### config.mk
export PLATFORM = sky130hd
export DESIGN_NAME = cache_bus_arbiter
export DESIGN_NICKNAME = d
export VERILOG_FILES = /design/src/rtl/cache_bus_pkg.sv /design/src/rtl/burst_beat_counter.sv /design/src/rtl/cache_bus_arbiter.sv
export SDC_FILE = /design/constraint.sdc
export NUM_CORES = 1
export LEC_CHECK = 0
export ABC_AREA = 1
export CAP_MARGIN = 10
export CORE_AREA = 2 2 112 114
export DETAILED_ROUTE_END_ITERATION = 8
export DIE_AREA = 0 0 114 116
export DONT_BUFFER_PORTS = 1
export PLACE_DENSITY = 0.44
export SETUP_SLACK_MARGIN = 0.1
export SLEW_MARGIN = 15
export SYNTH_ARGS = -nofsm -noshare
export SYNTH_HDL_FRONTEND = slang
export SYNTH_SLANG_ARGS = --single-unit
### constraint.sdc
create_clock -name clk -period 1.7 [get_ports clk]
set_input_delay 0.34 -clock clk [delete_from_list [all_inputs] [get_ports clk]]
set_output_delay 0.34 -clock clk [all_outputs]
set_load 0.1 [all_outputs]
### src/rtl/cache_bus_pkg.sv
// Shared types for the cache-side burst bus arbiter: FSM states, owner tags and width defaults.
package cache_bus_pkg;

    localparam int ADDR_W_DEF = 32;
    localparam int DATA_W_DEF = 32;
    localparam int LEN_W_DEF  = 4;

    typedef enum logic [2:0] {
        IDLE  = 3'd0,
        ADDR  = 3'd1,
        RDATA = 3'd2,
        WDATA = 3'd3,
        WRESP = 3'd4
    } arb_state_t;

    typedef enum logic {
        OWN_I = 1'b0,
        OWN_D = 1'b1
    } owner_t;

endpackage

### src/rtl/burst_beat_counter.sv
// Beat counter for one burst: cleared on load, advanced per beat, flags the beat whose index equals len.
module burst_beat_counter #(
    parameter int LEN_W = 4
) (
    input  logic             clk,
    input  logic             rst,
    input  logic             load,
    input  logic             inc,
    input  logic [LEN_W-1:0] len,
    output logic             is_last
);

    logic [LEN_W-1:0] r_count;

    // Natural wrap after the 16th beat is harmless: load clears before the next burst.
    always_ff @(posedge clk) begin
        if (rst || load) begin
            r_count <= '0;
        end else if (inc) begin
            r_count <= r_count + 1'b1;
        end
    end

    assign is_last = (r_count == len);

endmodule

### src/rtl/cache_bus_arbiter.sv
// Arbitrates the single external burst port between I-cache refills and D-cache refills/write-backs,
// one transaction outstanding at a time.
import cache_bus_pkg::*;

module cache_bus_arbiter #(
    parameter int ADDR_W = ADDR_W_DEF,
    parameter int DATA_W = DATA_W_DEF,
    parameter int LEN_W  = LEN_W_DEF
) (
    input  logic              clk,
    input  logic              rst,
    input  logic              i_req,
    input  logic [ADDR_W-1:0] i_addr,
    input  logic [LEN_W-1:0]  i_len,
    output logic              i_gnt,
    output logic              i_rvalid,
    output logic              i_rlast,
    output logic [DATA_W-1:0] i_rdata,
    input  logic              d_req,
    input  logic              d_we,
    input  logic [ADDR_W-1:0] d_addr,
    input  logic [LEN_W-1:0]  d_len,
    output logic              d_gnt,
    output logic              d_rvalid,
    output logic              d_rlast,
    output logic [DATA_W-1:0] d_rdata,
    input  logic [DATA_W-1:0] d_wdata,
    output logic              d_wready,
    output logic              d_bdone,
    output logic              m_req,
    output logic              m_we,
    output logic [ADDR_W-1:0] m_addr,
    output logic [LEN_W-1:0]  m_len,
    input  logic              m_ack,
    input  logic              m_rvalid,
    input  logic              m_rlast,
    input  logic [DATA_W-1:0] m_rdata,
    output logic              m_wvalid,
    output logic              m_wlast,
    output logic [DATA_W-1:0] m_wdata,
    input  logic              m_wready,
    input  logic              m_bvalid
);

    // Handshakes: a beat moves on a cycle where its valid and its ready are both high;
    // requests are levels held until the matching 1-cycle gnt pulse.

    arb_state_t        r_state;
    arb_state_t        w_next_state;
    owner_t            r_owner;
    logic              r_last_d;
    logic              r_we;
    logic [ADDR_W-1:0] r_addr;
    logic [LEN_W-1:0]  r_len;

    logic w_any_req;
    logic w_pick_d;
    logic w_cnt_load;
    logic w_cnt_inc;
    logic w_is_last;

    assign w_any_req = i_req | d_req;
    // D has priority, except that I goes first when D held the previous grant.
    assign w_pick_d  = d_req & ~(r_last_d & i_req);

    always_ff @(posedge clk) begin
        if (rst) begin
            r_state  <= IDLE;
            r_owner  <= OWN_I;
            r_last_d <= 1'b0;
            r_we     <= 1'b0;
            r_addr   <= '0;
            r_len    <= '0;
        end else begin
            r_state <= w_next_state;
            if (r_state == IDLE && w_any_req) begin
                r_owner  <= w_pick_d ? OWN_D : OWN_I;
                r_last_d <= w_pick_d;
                r_we     <= w_pick_d & d_we;
                r_addr   <= w_pick_d ? d_addr : i_addr;
                r_len    <= w_pick_d ? d_len : i_len;
            end
        end
    end

    burst_beat_counter #(.LEN_W(LEN_W)) u_beat_cnt (
        .clk     (clk),
        .rst     (rst),
        .load    (w_cnt_load),
        .inc     (w_cnt_inc),
        .len     (r_len),
        .is_last (w_is_last)
    );

    assign m_we   = r_we;
    assign m_addr = r_addr;
    assign m_len  = r_len;

    always_comb begin
        w_next_state = r_state;
        w_cnt_load   = 1'b0;
        w_cnt_inc    = 1'b0;
        m_req        = 1'b0;
        i_gnt        = 1'b0;
        d_gnt        = 1'b0;
        i_rvalid     = 1'b0;
        i_rlast      = 1'b0;
        i_rdata      = '0;
        d_rvalid     = 1'b0;
        d_rlast      = 1'b0;
        d_rdata      = '0;
        d_wready     = 1'b0;
        d_bdone      = 1'b0;
        m_wvalid     = 1'b0;
        m_wlast      = 1'b0;
        m_wdata      = '0;
        case (r_state)
            IDLE: begin
                if (w_any_req) w_next_state = ADDR;
            end
            ADDR: begin
                m_req = 1'b1;
                if (m_ack) begin
                    i_gnt        = (r_owner == OWN_I);
                    d_gnt        = (r_owner == OWN_D);
                    w_cnt_load   = 1'b1;
                    w_next_state = r_we ? WDATA : RDATA;
                end
            end
            RDATA: begin
                // The local beat count, not m_rlast, decides where the burst ends.
                if (m_rvalid) begin
                    w_cnt_inc = 1'b1;
                    if (r_owner == OWN_D) begin
                        d_rvalid = 1'b1;
                        d_rlast  = w_is_last;
                        d_rdata  = m_rdata;
                    end else begin
                        i_rvalid = 1'b1;
                        i_rlast  = w_is_last;
                        i_rdata  = m_rdata;
                    end
                    if (w_is_last) w_next_state = IDLE;
                end
            end
            WDATA: begin
                m_wvalid = 1'b1;
                m_wlast  = w_is_last;
                m_wdata  = d_wdata;
                d_wready = m_wready;
                if (m_wready) begin
                    w_cnt_inc = 1'b1;
                    if (w_is_last) w_next_state = WRESP;
                end
            end
            WRESP: begin
                d_bdone = m_bvalid;
                if (m_bvalid) w_next_state = IDLE;
            end
            default: w_next_state = IDLE;
        endcase
    end

`ifndef SYNTHESIS
    a_rlast_matches_count: assert property (@(posedge clk) disable iff (rst)
        (r_state == RDATA && m_rvalid) |-> (m_rlast == w_is_last))
        else $warning("m_rlast disagrees with the beat counter; counter decides the last beat");

    a_req_held_until_gnt: assert property (@(posedge clk) disable iff (rst)
        (r_state == ADDR) |-> ((r_owner == OWN_D) ? d_req : i_req))
        else $error("requester dropped req before its grant");
`endif

endmodule

Word-level counts from Yosys, hierarchy flattened
Cells that the tools add are included.
- register bits after elaboration: 46
- bits in latches: 0
- memory bits (writable): 0
- bits in read-only memories: 0
- word-level logic and storage cells: 75
- memories kept: 0
- $add $sub $neg: 1
- multiply operators: 0
- div/mod/pow operators: 0
- magnitude comparators: 0
- equality and inequality tests: 12
- shifts and indexed selects: 0
- muxes and demuxes: 45
- bitwise logic cells: 6
- reductions and logical operators: 4
- operators with widths (operator ; number):
    $mux 32 ; 8
    $mux 1 ; 27
    $mux 3 ; 7
    $pmux 3 s5 ; 1
    $ne 2x2->1 const B ; 7
    $reduce_and 7->1 ; 1
    $eq 3x2->1 const B ; 2
    $add 4x1->4 const B ; 1
    $eq 4x4->1 ; 1
    $mux 4 ; 1
    $and 1x1->1 ; 3
    $eq 3x1->1 const B ; 1
    $eq 3x3->1 const B ; 1
    $logic_not 3->1 ; 1
    $not 1->1 ; 2
    $pmux 1 s2 ; 1
    $logic_and 1x1->1 ; 1
    $logic_or 1x1->1 ; 1
    $or 1x1->1 ; 1

Logic depth before layout (Yosys ltp)
- depth after elaboration: 4
- depth in mapped cells: 9
- depth with buffers taken out: 9

Hierarchy
Synthesis repeated with hierarchy kept, for this count alone.
- cells, all modules: 478
- area, all modules: 2991.6 µm²
- by module, submodules not included (module ; instances ; cells an instance ; area an instance (µm²) ; sequential area each (µm²)):
    cache_bus_arbiter ; 1 ; 444 ; 2765.2 ; 820.8
    burst_beat_counter ; 1 ; 34 ; 226.5 ; 80.1

Worst setup path before layout
No wires, ideal clock.
- path type: register to output
- start point: register r_state[2]
- end point: output port d_bdone
- arrival: 3377 ps
- path slack: -2017 ps
- cell stages (with the launch flop): 3
- buffers on the path: 0
- path through: dfxtp_1 -> inv_2 -> nor4_1
- longest elaborated chain between the ends: 2
- ends and longest elaborated chain (what ; RTL line ; text):
    start: declaration ; cache_bus_arbiter.sv:48 ; arb_state_t r_state;
    start signal: assignment ; cache_bus_arbiter.sv:75 ; r_state <= w_next_state;
    $eq 3x3->1 ; cache_bus_arbiter.sv:117 ; case (r_state)
    $mux 1 ; cache_bus_arbiter.sv:117 ;
    end: declaration ; cache_bus_arbiter.sv:29 ; output logic d_bdone,
Every way passes these cells.

Worst setup path in the final report
- start point: register r_state[1]
- end point: output port d_rdata[10]
- longest elaborated chain between the ends: 2
- ends and longest elaborated chain (what ; RTL line ; text):
    $eq 3x2->1 ; cache_bus_arbiter.sv:117 ;
    $mux 32 ; cache_bus_arbiter.sv:117 ;
    end: declaration ; cache_bus_arbiter.sv:26 ; output logic [DATA_W-1:0] d_rdata,
Every way passes these cells.

==> flow_summary.ini <==
[route]
wl_um = 13600
drt_first_pass_iters = 4
wl_per_cell_um = 16.9
final_antenna_net_count = 0
first_iter_violations = 125
routed_via_density = 4.70
via_count = 3771
drc = 0

[setup_path]
cp.required_ns = 1.36
timing.rr.start = r_state[0]$_SDFFE_PP0P_
crit_path_start = r_state[1]$_SDFFE_PP0P_
start_kind = flop
crit_path_end_kind = output port
crit_type = flop to output port
critPathArrivalTime_ns = 1.68
cp_max_fo = 8

[logic_synthesis]
ys_seq_elements = 45
synth.top_cell.area_share = 0.313
yosys.area.top_type = dfxtp_1
avgSynthCellArea_um2 = 5.94
synth.cell_area_mm2 = 0.00288
synth_edf_count = 0
ys_seq_area_frac = 0.313
synth-main-ff-cell = dfxtp_1
ys_warn_count = 0
syn_nets = 632
synth_area_leaders = dfxtp_1 31%, a21oi_1 14%, nor2_1 14%
syn_inst = 485
ys_types = 25
async_reset_ff_frac = 0
yosysMostFrequentCell = nor2_1
synth_common_cells = 109 x nor2_1, 84 x inv_1, 82 x a21oi_1

[sta]
period_needed_ns = 2.02
finalHoldViolCount = 0
hold_slack_ns = 0.124
worstMarginPinSlew_ns = 0.370
fin_skew_ns = 0.00225
finalMaxSlewViolations = 0
rsz0062_at_grt = yes
max_clock_freq_ghz = 0.494
layout_setup_ws_ns = -0.324
slew_headroom = 0.753
setup_viol = 111
period_share = 1.19

[pwr]
total_power_mw = 10.9
power.switching_mw = 6.63
pwr-share-clk = 0.085
pwr-share-comb = 0.762
p_per_area_mw_per_mm2 = 1570
power_leakage_nw = 2.90
seq_power_share = 0.153
ir_drop_mv = 1.48
sw_frac_of_total = 0.609
internal_power_mw = 4.25

[final_layout]
final_util = 0.583
layout.cells.non_filler = 802
n_fill_cell = 1000
area_growth_pct = 141
diodes = 0
drive_above_1_share = 0.521
fin_nets = 801

[worst_hold_path]
min_from = rst
hp-class = primary input to flop

[global_routing]
grt_pass1_vias = 3732
grt-ovfl-total = 0
gr-usage-all-layers = 0.198
antenna_found_initial = 0
grt_pass1_wl_um = 20400
grt_max_degree = 39

[clock_tree]
cts_tree = yes
clockBufferDepth = 2
cts_hold_buffers = 0
cts-root-buf = clkbuf_16
cts_made_buffers = 5
clk_pin_slew_worst_paths_ns = 0.06
clkSinkCount = 45
clock_latency_ns = 0.28
htreeDepth = 2

[floorplan]
core_region_area_mm2 = 0.0119
die_w_um = 114
die_area_mm2 = 0.0132
initial_core_util = 0.242
rows = 40
io_pins = 290
die_h_um = 116

[status]
violations = setup timing
run_status = finished with violations

[placed_design]
dp_slack_ns = -0.0579
place.gp.congestion = 0.809
io_buffers = 0
dp.cells = 772
hpwl_um = 10800

[flow_run]
max_cap_viol_count = 0
==> cell type report <==
type / instances / area (um^2) / area share
Tap cell: 147 / 184 / 0.0265
Multi-Input combinational cell: 320 / 2300 / 0.332
Timing Repair inverter: 2 / 36.3 / 0.00523
Inverter: 91 / 383 / 0.0552
Sequential cell: 45 / 918 / 0.132
Timing Repair Buffer: 189 / 2980 / 0.429
Clock buffer: 7 / 133 / 0.0191
Clock inverter: 1 / 7.51 / 0.00108
==> cells by family (layout without fill, tap and decap cells) <==
family,after synthesis,in the layout,share of synthesized area
buffers and inverters,120,290,0.184
DFF,45,45,0.313
adders and majority gates,1,1,0.00435
and+or+nand+nor,197,197,0.278
xor gates and xnor gates,1,1,0.00304
AOI/OAI and AO/OA,121,121,0.218
==> through the flow <==
step           area, um^2  setup TNS (ns)
2_1_floorplan        3750          -71.40
3_3_place_gp         6350          -0.818
3_5_place_dp         6350           -1.80
4_1_cts              6810          -26.06
5_1_grt              6940          -33.94
6_report             6940          -25.64
==> cell usage in the layout, fill, tap and decap left out, types with 2 or more instances in the layout <==
master,synthesis,routed
buf_16,0,3
inv_6,0,2
dfxtp_1,45,35
clkbuf_1,7,2
a21oi_2,0,2
inv_4,0,3
nand4_1,2,2
clkbuf_16,0,5
dfxtp_2,0,8
o21ai_0,32,32
inv_2,7,3
o21ai_1,4,4
a21oi_1,82,79
inv_16,0,2
nor2_4,3,108
buf_12,0,117
buf_6,7,9
nand3_1,11,8
inv_1,84,81
buf_4,5,60
nand2_2,1,6
dfxtp_4,0,2
nor2_1,109,7
nand2_1,66,61
nand3_2,0,2
==> critical path, stage by stage (launching register included) <==
cell and delay, ns:
dfxtp_4 0.36, inv_4 0.04, nor3_4 0.16, nand2_2 0.12, nor2_4 0.18, inv_6 0.08
buf_12 0.16, nor2_4 0.11, buf_12 0.18
==> power groups by stage <==
stage / sequential (mW) / clock [mW] / combinational, mW
final: 1.66 / 0.921 / 8.29
after global routing: 1.71 / 0.985 / 8.65
after CTS: 1.66 / 0.957 / 8.10
after detailed placement: 1.67 / 0 / 7.80
after global placement: 1.66 / 0 / 7.70
after floorplan: 4.39 / 0 / 3.18
==> routing by layer <==
metal  part of all wire  routed length [um]  global-route usage  vias up
met5                  0                   0                   0        -
met4              0.020                 274              0.0618        0
met3              0.082                1110              0.0565       19
met2               0.55                7480               0.385      197
met1               0.35                4700               0.203     1722
li1                   -                   -                   -     1833
==> flip-flops by register name (all words and copies together), names as in the netlist <==
register	cells
m_addr	32
m_len	4
m_we	1
r_owner	1
r_state	3
u_beat_cnt.r_count	4
==> path summary, 6_finish.rpt <==
kind | cells past startpoint | end | slack (ns)
max reg2reg | 11 | u_beat_cnt.r_count[2]$_SDFFE_PP0P_ | -0.16
max | 8 | d_rdata[10] | -0.32
min | 1 | m_we$_SDFFE_PP0P_ | 0.12
min reg2reg | 2 | u_beat_cnt.r_count[3]$_SDFFE_PP0P_ | 0.50
==> timing repair <==
item,in CTS,in global routing
buffers inserted,12,7
cloned,5,0
gates resized for setup,42,23
pin swaps,18,11
setup endpoints to repair,107,115
Note: power is estimated with default switching activity, not from simulation.
